--- src/rtl/uart_rx_param_pkg.sv ---
// ----------------------------------------------------------------------------
// uart_pkg: shared definitions for the UART receive path (and future uart_tx).
//   uart_state_t         receiver FSM state encoding
//   DEFAULT_CLKS_PER_BIT 100 MHz / 115200 baud
//   MAX_DATA_W           widest supported data word
//   calc_parity()        XOR-reduction of a data word, zero-extended to
//                        MAX_DATA_W (zero padding leaves the parity unchanged)
// ----------------------------------------------------------------------------
package uart_pkg;

    localparam int unsigned DEFAULT_CLKS_PER_BIT = 868;
    localparam int unsigned MAX_DATA_W           = 9;

    typedef enum logic [2:0] {
        IDLE,
        START,
        DATA,
        PARITY,
        STOP,
        BREAK
    } uart_state_t;

    function automatic logic calc_parity(input logic [MAX_DATA_W-1:0] v);
        return ^v;
    endfunction

endpackage

--- src/rtl/uart_rx_param_sync_2ff.sv ---
// ----------------------------------------------------------------------------
// sync_2ff: generic two-flop synchroniser for asynchronous inputs.
//   clk      system clock
//   rst      synchronous active-high reset, loads RST_VAL into both flops
//   i_async  asynchronous input
//   o_sync   synchronised output (two clk cycles of latency)
// ----------------------------------------------------------------------------
module sync_2ff #(
    parameter int unsigned       WIDTH   = 1,
    parameter logic [WIDTH-1:0]  RST_VAL = '0
) (
    input  logic             clk,
    input  logic             rst,
    input  logic [WIDTH-1:0] i_async,
    output logic [WIDTH-1:0] o_sync
);

    logic [WIDTH-1:0] r_meta;
    logic [WIDTH-1:0] r_sync;

    always_ff @(posedge clk) begin
        if (rst) begin
            r_meta <= RST_VAL;
            r_sync <= RST_VAL;
        end else begin
            r_meta <= i_async;
            r_sync <= r_meta;
        end
    end

    assign o_sync = r_sync;

endmodule

--- src/rtl/uart_rx_param.sv ---
// ----------------------------------------------------------------------------
// uart_rx_param: parametrised oversampling UART receiver, LSB first.
//   clk         system clock
//   rst         synchronous active-high reset (aborts any frame in flight)
//   rx_in       asynchronous serial line, idle high
//   rx_data     last correctly framed word
//   rx_valid    one-cycle pulse, rx_data updated in the same cycle
//   frame_err   one-cycle pulse, stop bit sampled low (rx_data kept)
//   parity_err  one-cycle pulse alongside rx_valid on parity mismatch
//               (port exists only with UART_RX_PARITY_EN)
//   busy        high whenever the FSM is not IDLE
// Optional feature macro: UART_RX_PARITY_EN adds a parity bit after the data.
// ----------------------------------------------------------------------------
module uart_rx_param
    import uart_pkg::*;
#(
    parameter int unsigned CLKS_PER_BIT = DEFAULT_CLKS_PER_BIT,
    parameter int unsigned DATA_W       = 8,
    parameter bit          PARITY_ODD   = 1'b0
) (
    input  logic              clk,
    input  logic              rst,
    input  logic              rx_in,
    output logic [DATA_W-1:0] rx_data,
    output logic              rx_valid,
    output logic              frame_err,
`ifdef UART_RX_PARITY_EN
    output logic              parity_err,
`endif
    output logic              busy
);

    localparam int unsigned CNT_W = $clog2(CLKS_PER_BIT);
    localparam int unsigned BIT_W = (DATA_W > 1) ? $clog2(DATA_W) : 1;

    localparam logic [CNT_W-1:0] HALF_M1 = CNT_W'(CLKS_PER_BIT / 2 - 1);
    localparam logic [CNT_W-1:0] FULL_M1 = CNT_W'(CLKS_PER_BIT - 1);
    localparam logic [BIT_W-1:0] LAST_BIT = BIT_W'(DATA_W - 1);

    logic              w_rx_s;
    uart_state_t       r_state;
    logic [CNT_W-1:0]  r_clk_cnt;
    logic [BIT_W-1:0]  r_bit_idx;
    logic [DATA_W-1:0] r_shift;
    logic [DATA_W-1:0] r_rx_data;
    logic              r_rx_valid;
    logic              r_frame_err;
    logic              r_parity_err;
    logic              r_par_bit;

    // Line idles high, so the synchroniser resets to 1 to avoid a false start.
    sync_2ff #(
        .WIDTH   (1),
        .RST_VAL (1'b1)
    ) u_sync (
        .clk     (clk),
        .rst     (rst),
        .i_async (rx_in),
        .o_sync  (w_rx_s)
    );

    always_ff @(posedge clk) begin
        if (rst) begin
            r_state      <= IDLE;
            r_clk_cnt    <= '0;
            r_bit_idx    <= '0;
            r_shift      <= '0;
            r_rx_data    <= '0;
            r_rx_valid   <= 1'b0;
            r_frame_err  <= 1'b0;
            r_parity_err <= 1'b0;
            r_par_bit    <= 1'b0;
        end else begin
            r_rx_valid   <= 1'b0;
            r_frame_err  <= 1'b0;
            r_parity_err <= 1'b0;
            case (r_state)
                IDLE: begin
                    if (!w_rx_s) begin
                        r_state   <= START;
                        r_clk_cnt <= '0;
                    end
                end
                START: begin
                    // Re-check the line at mid start bit: a high here is a glitch.
                    if (r_clk_cnt == HALF_M1) begin
                        if (w_rx_s) begin
                            r_state <= IDLE;
                        end else begin
                            r_state   <= DATA;
                            r_clk_cnt <= '0;
                            r_bit_idx <= '0;
                        end
                    end else begin
                        r_clk_cnt <= r_clk_cnt + 1'b1;
                    end
                end
                DATA: begin
                    if (r_clk_cnt == FULL_M1) begin
                        r_clk_cnt <= '0;
                        r_shift   <= {w_rx_s, r_shift[DATA_W-1:1]};
                        if (r_bit_idx == LAST_BIT) begin
                            r_bit_idx <= '0;
`ifdef UART_RX_PARITY_EN
                            r_state   <= PARITY;
`else
                            r_state   <= STOP;
`endif
                        end else begin
                            r_bit_idx <= r_bit_idx + 1'b1;
                        end
                    end else begin
                        r_clk_cnt <= r_clk_cnt + 1'b1;
                    end
                end
`ifdef UART_RX_PARITY_EN
                PARITY: begin
                    if (r_clk_cnt == FULL_M1) begin
                        r_clk_cnt <= '0;
                        r_par_bit <= w_rx_s;
                        r_state   <= STOP;
                    end else begin
                        r_clk_cnt <= r_clk_cnt + 1'b1;
                    end
                end
`endif
                STOP: begin
                    if (r_clk_cnt == FULL_M1) begin
                        r_clk_cnt <= '0;
                        if (w_rx_s) begin
                            r_rx_data  <= r_shift;
                            r_rx_valid <= 1'b1;
`ifdef UART_RX_PARITY_EN
                            r_parity_err <= (calc_parity(MAX_DATA_W'(r_shift)) ^ r_par_bit) != PARITY_ODD;
`endif
                            r_state    <= IDLE;
                        end else begin
                            r_frame_err <= 1'b1;
                            r_state     <= BREAK;
                        end
                    end else begin
                        r_clk_cnt <= r_clk_cnt + 1'b1;
                    end
                end
                BREAK: begin
                    // Hold off until the line returns high so a break is not
                    // decoded as a run of zero frames.
                    if (w_rx_s) begin
                        r_state <= IDLE;
                    end
                end
                default: r_state <= IDLE;
            endcase
        end
    end

    assign rx_data   = r_rx_data;
    assign rx_valid  = r_rx_valid;
    assign frame_err = r_frame_err;
    assign busy      = (r_state != IDLE);

`ifdef UART_RX_PARITY_EN
    assign parity_err = r_parity_err;
`else
    logic w_unused_par;
    assign w_unused_par = PARITY_ODD ^ r_par_bit ^ r_parity_err;
`endif

endmodule

--- config.mk ---
export PLATFORM = sky130hd
export DESIGN_NAME = uart_rx_param
export DESIGN_NICKNAME = d
export VERILOG_FILES = /design/src/rtl/uart_rx_param_pkg.sv /design/src/rtl/uart_rx_param_sync_2ff.sv /design/src/rtl/uart_rx_param.sv
export SDC_FILE = /design/constraint.sdc
export NUM_CORES = 1
export LEC_CHECK = 0
export CORE_ASPECT_RATIO = 1.25
export CORE_UTILIZATION = 50
export CTS_CLUSTER_SIZE = 12
export DETAILED_ROUTE_END_ITERATION = 12
export GPL_TIMING_DRIVEN = 0
export PLACE_DENSITY = 0.69
export SYNTH_ARGS = -nofsm -noshare
export SYNTH_HDL_FRONTEND = slang
export SYNTH_SLANG_ARGS = --single-unit
export TNS_END_PERCENT = 100
--- constraint.sdc ---
create_clock -name clk -period 2.8 [get_ports clk]
set_clock_uncertainty 0.15 [all_clocks]
set_input_delay 0.28 -clock clk [delete_from_list [all_inputs] [get_ports clk]]
set_output_delay 0.28 -clock clk [all_outputs]
set_load 0.005 [all_outputs]
==> flow_summary.json <==
{
  "max_capacitance_violation_total": 0,
  "cts_setup_buffers": 0,
  "critical_path.startpoint": "r_clk_cnt[0]",
  "setup_total_neg_slack_ns": 0,
  "detail_route.drc_violations": 0,
  "cts_hold_buffers": 0,
  "async_set_or_reset_flop_fraction_in_the_synthesized_netlist_pct": 0,
  "clock_tree.root_cell": "sky130_fd_sc_hd__clkbuf_8",
  "multi_input_area_um2": 980.9,
  "cp_cell_sequence": "ha_1, nand2b_1, nor3_4, nand4_2, mux2i_1, nor2_1",
  "route.detailed.vias_per_inst": 5.782,
  "timing.fmax_ghz": 0.4311,
  "status": "finished, final reports clean",
  "first_pass_iters": 4,
  "hp-start": "u_sync.r_meta",
  "clk_pin_slew_worst_paths_ns": 0.08,
  "clkSinkCount": 36,
  "power_report.internal_total_uw": 777.7,
  "seq_area_frac_synth_pct": 40.20,
  "synth.ff_latch_count": 36,
  "ioPinCount": 14,
  "timing.rr.start": "r_clk_cnt[0]",
  "leakagePower_uw": 0.0008470,
  "diodes": 0,
  "synthFlopType": "sky130_fd_sc_hd__dfxtp_1",
  "drt_iter0_markers": 53,
  "final-seq-area_um2": 720.7,
  "power_density_nw_per_um2": 512.0,
  "power_uw": 1058,
  "slowest_stage_delay_cp_ns": 0.47,
  "tightestPinTransition_ns": 0.7367,
  "grt-ovfl-total": 0,
  "core-area_um2": 3309,
  "share_clk_of_total_power_pct": 37.1,
  "die_area_um2": 3831,
  "cp.required_ns": 2.81,
  "critPathArrivalTime_ns": 2.33,
  "share_seq_of_total_power_pct": 50.3,
  "cp_max_delay_cell": "sky130_fd_sc_hd__dfxtp_1",
  "clock_latency_ns": 0.29,
  "grt_use_total_pct": 21.36,
  "cts_max_level": 2,
  "nNetsFinal": 221,
  "dieWidth_um": 55.56,
  "final-setup-viol-count": 0,
  "maximum_number_of_pins_on_one_net_before_global_route_repair": 13,
  "tritoncts": "done",
  "critPathKind": "flop to flop",
  "rsz0062_at_grt": "no",
  "switching_share_pct": 26.52,
  "start_util_pct": 54.18,
  "library_cells_used_by_synthesis": 53,
  "antenna_found_initial": 0,
  "route.final.wire_length_um": 3695,
  "dp.final_hpwl_um": 2765,
  "total_switching_power_uw": 280.7,
  "grt_pass1_vias": 1448,
  "r2r_slack_ns": 0.48,
  "syn_avg_cell_area_um2": 9.242,
  "ys.warnings.count": 0,
  "worstSetupStartpointType": "flop",
  "chipHeight_um": 68.95,
  "cts-resized-gates": 0,
  "relSlewSlack_pct": 50.52,
  "port-buffer-count": 13,
  "cell_count_after_synthesis": 194,
  "global_route_wire_length_before_repair_um": 6382,
  "vias": 1457,
  "gp_routability_congestion": 0.8353,
  "count_of_flip_flops_with_a_built_in_enable_after_synthesis": 0,
  "finalCritPeriodShare_pct": 82.84,
  "postRouteAntennaNets": 0,
  "power.combinational.fraction_pct": 12.6,
  "report.final.slew_viol_count": 0,
  "cts_inserted_buffers": 5,
  "critical_path_sink_type": "flop",
  "cts.path.max_buffers": 2,
  "core.rowCount": 23,
  "routed_wire_length_per_instance_um": 14.66,
  "area_growth_pct": 15.28,
  "irDropWorstVdd_mv": 0.4847,
  "hold_path_class": "flop to flop",
  "filler_cell_count": 283,
  "syn_nets": 201,
  "report.final.hold_viol_count": 0,
  "drive_gt1_share_pct": 13.49,
  "period_needed_ns": 2.320,
  "combined_buffer_and_inverter_count_along_the_critical_path": 0,
  "critPathMaxFanout": 8,
  "crit_family": "simple AND/OR/NAND/NOR gates",
  "syn_area_um2": 1793
}
metrics by stage:
step | hold slack, ns | cell area, um2 | worst slack (ns) | instances | utilization [%]
after global routing | 0.2818 | 2067 | 0.3207 | 252 | 62.46
final | 0.2668 | 2067 | 0.4804 | 252 | 62.46
after global placement | 0.2458 | 1969 | 0.5726 | 244 | 59.51
after detailed placement | 0.2486 | 1969 | 0.5021 | 244 | 59.51
after floorplan | 0.2338 | 1793 | 0.8072 | 194 | -
after CTS | 0.2690 | 2067 | 0.4869 | 252 | 62.46
power by group through the flow:
stage	Clock (uW)	Sequential (uW)	Combinational, uW
3_3_place_gp	0	544	130
6_report	393	533	133
5_1_grt	419	534	148
3_5_place_dp	0	545	133
4_1_cts	398	533	133
2_1_floorplan	0	540	98.9
logic make-up after synthesis:
logic type,after synthesis,synth area share [%]
buf+inv,19,5.093
fa+ha+maj,4,2.791
simple gates,79,26.45
flops,36,40.20
xor+xnor,3,1.466
compound gates,35,13.96
mux,18,10.05
cell usage after synthesis (all sizes together), types with 2 or more instances:
library cell / instances / area share [%]
a22o: 2 / 0.98
nand4: 3 / 1.4
mux2i: 18 / 10
and3: 9 / 3.3
nand3: 5 / 1.4
dfxtp: 36 / 40
nor3: 4 / 2.0
or3b: 4 / 2.1
o221ai: 2 / 0.98
xnor2: 2 / 0.98
nand2: 7 / 1.5
nand2b: 4 / 1.4
nor2: 30 / 6.3
or2: 3 / 1.0
ha: 4 / 2.8
a31oi: 4 / 1.4
a211oi: 2 / 0.84
nor4: 2 / 2.4
a221o: 2 / 1.1
buf: 4 / 1.3
clkbuf: 6 / 1.9
a21oi: 10 / 2.8
o21ai: 2 / 0.56
inv: 9 / 1.9
or3: 3 / 1.3
a22oi: 2 / 1.1
final timing paths:
path,cells after the start,endpoint
setup / recovery,6,rx_data[7]
hold / removal,1,u_sync.o_sync
setup reg to reg,6,rx_data[7]
hold reg to reg,1,u_sync.o_sync
per-layer routing:
metal  track usage, %  up-vias  wire [um]  share of wire (%)
met3            3.918        8        132                3.6
met1            23.37      685       1612                 44
met4            9.688        0         74                2.0
li1                 -      737          -                  -
met2            40.66       27       1876                 51
met5                0        -          0                  0
state kept, by name, indices dropped and copies added, names as in the netlist:
name and cells:
r_state 3, r_clk_cnt 10, u_sync.o_sync 1, rx_valid 1, u_sync.r_meta 1, rx_data 8
frame_err 1, r_bit_idx 3, r_shift 8
layout make-up:
class / count / share of cell area (%)
clock buffer: 6 / 3.995
buffer: 10 / 2.785
multi-input combinational: 139 / 47.46
tap: 37 / 2.240
timing repair buffer: 13 / 6.295
clock inverter: 2 / 0.7264
sequential: 36 / 34.87
inverter: 9 / 1.634
cells in the final DEF, fill, tap and decap left out, types with 2 or more instances in the layout:
| cell type | instances |
|---|---|
| sky130_fd_sc_hd__a211oi_1 | 2 |
| sky130_fd_sc_hd__a21oi_1 | 10 |
| sky130_fd_sc_hd__a221o_1 | 2 |
| sky130_fd_sc_hd__a22o_1 | 2 |
| sky130_fd_sc_hd__a31oi_1 | 4 |
| sky130_fd_sc_hd__and3_1 | 7 |
| sky130_fd_sc_hd__and3_2 | 2 |
| sky130_fd_sc_hd__buf_4 | 2 |
| sky130_fd_sc_hd__clkbuf_1 | 4 |
| sky130_fd_sc_hd__clkbuf_8 | 7 |
| sky130_fd_sc_hd__clkdlybuf4s50_1 | 13 |
| sky130_fd_sc_hd__clkinvlp_4 | 2 |
| sky130_fd_sc_hd__dfxtp_1 | 36 |
| sky130_fd_sc_hd__ha_1 | 4 |
| sky130_fd_sc_hd__inv_1 | 9 |
| sky130_fd_sc_hd__mux2i_1 | 18 |
| sky130_fd_sc_hd__nand2_1 | 7 |
| sky130_fd_sc_hd__nand2b_1 | 4 |
| sky130_fd_sc_hd__nand3_1 | 5 |
| sky130_fd_sc_hd__nand4_1 | 2 |
| sky130_fd_sc_hd__nor2_1 | 30 |
| sky130_fd_sc_hd__nor3_1 | 2 |
| sky130_fd_sc_hd__nor4_4 | 2 |
| sky130_fd_sc_hd__o21ai_0 | 2 |
| sky130_fd_sc_hd__o221ai_1 | 2 |
| sky130_fd_sc_hd__or2_2 | 3 |
| sky130_fd_sc_hd__or3_1 | 2 |
| sky130_fd_sc_hd__or3b_1 | 2 |
| sky130_fd_sc_hd__xnor2_1 | 2 |
Power figures use the tool's default switching activity.
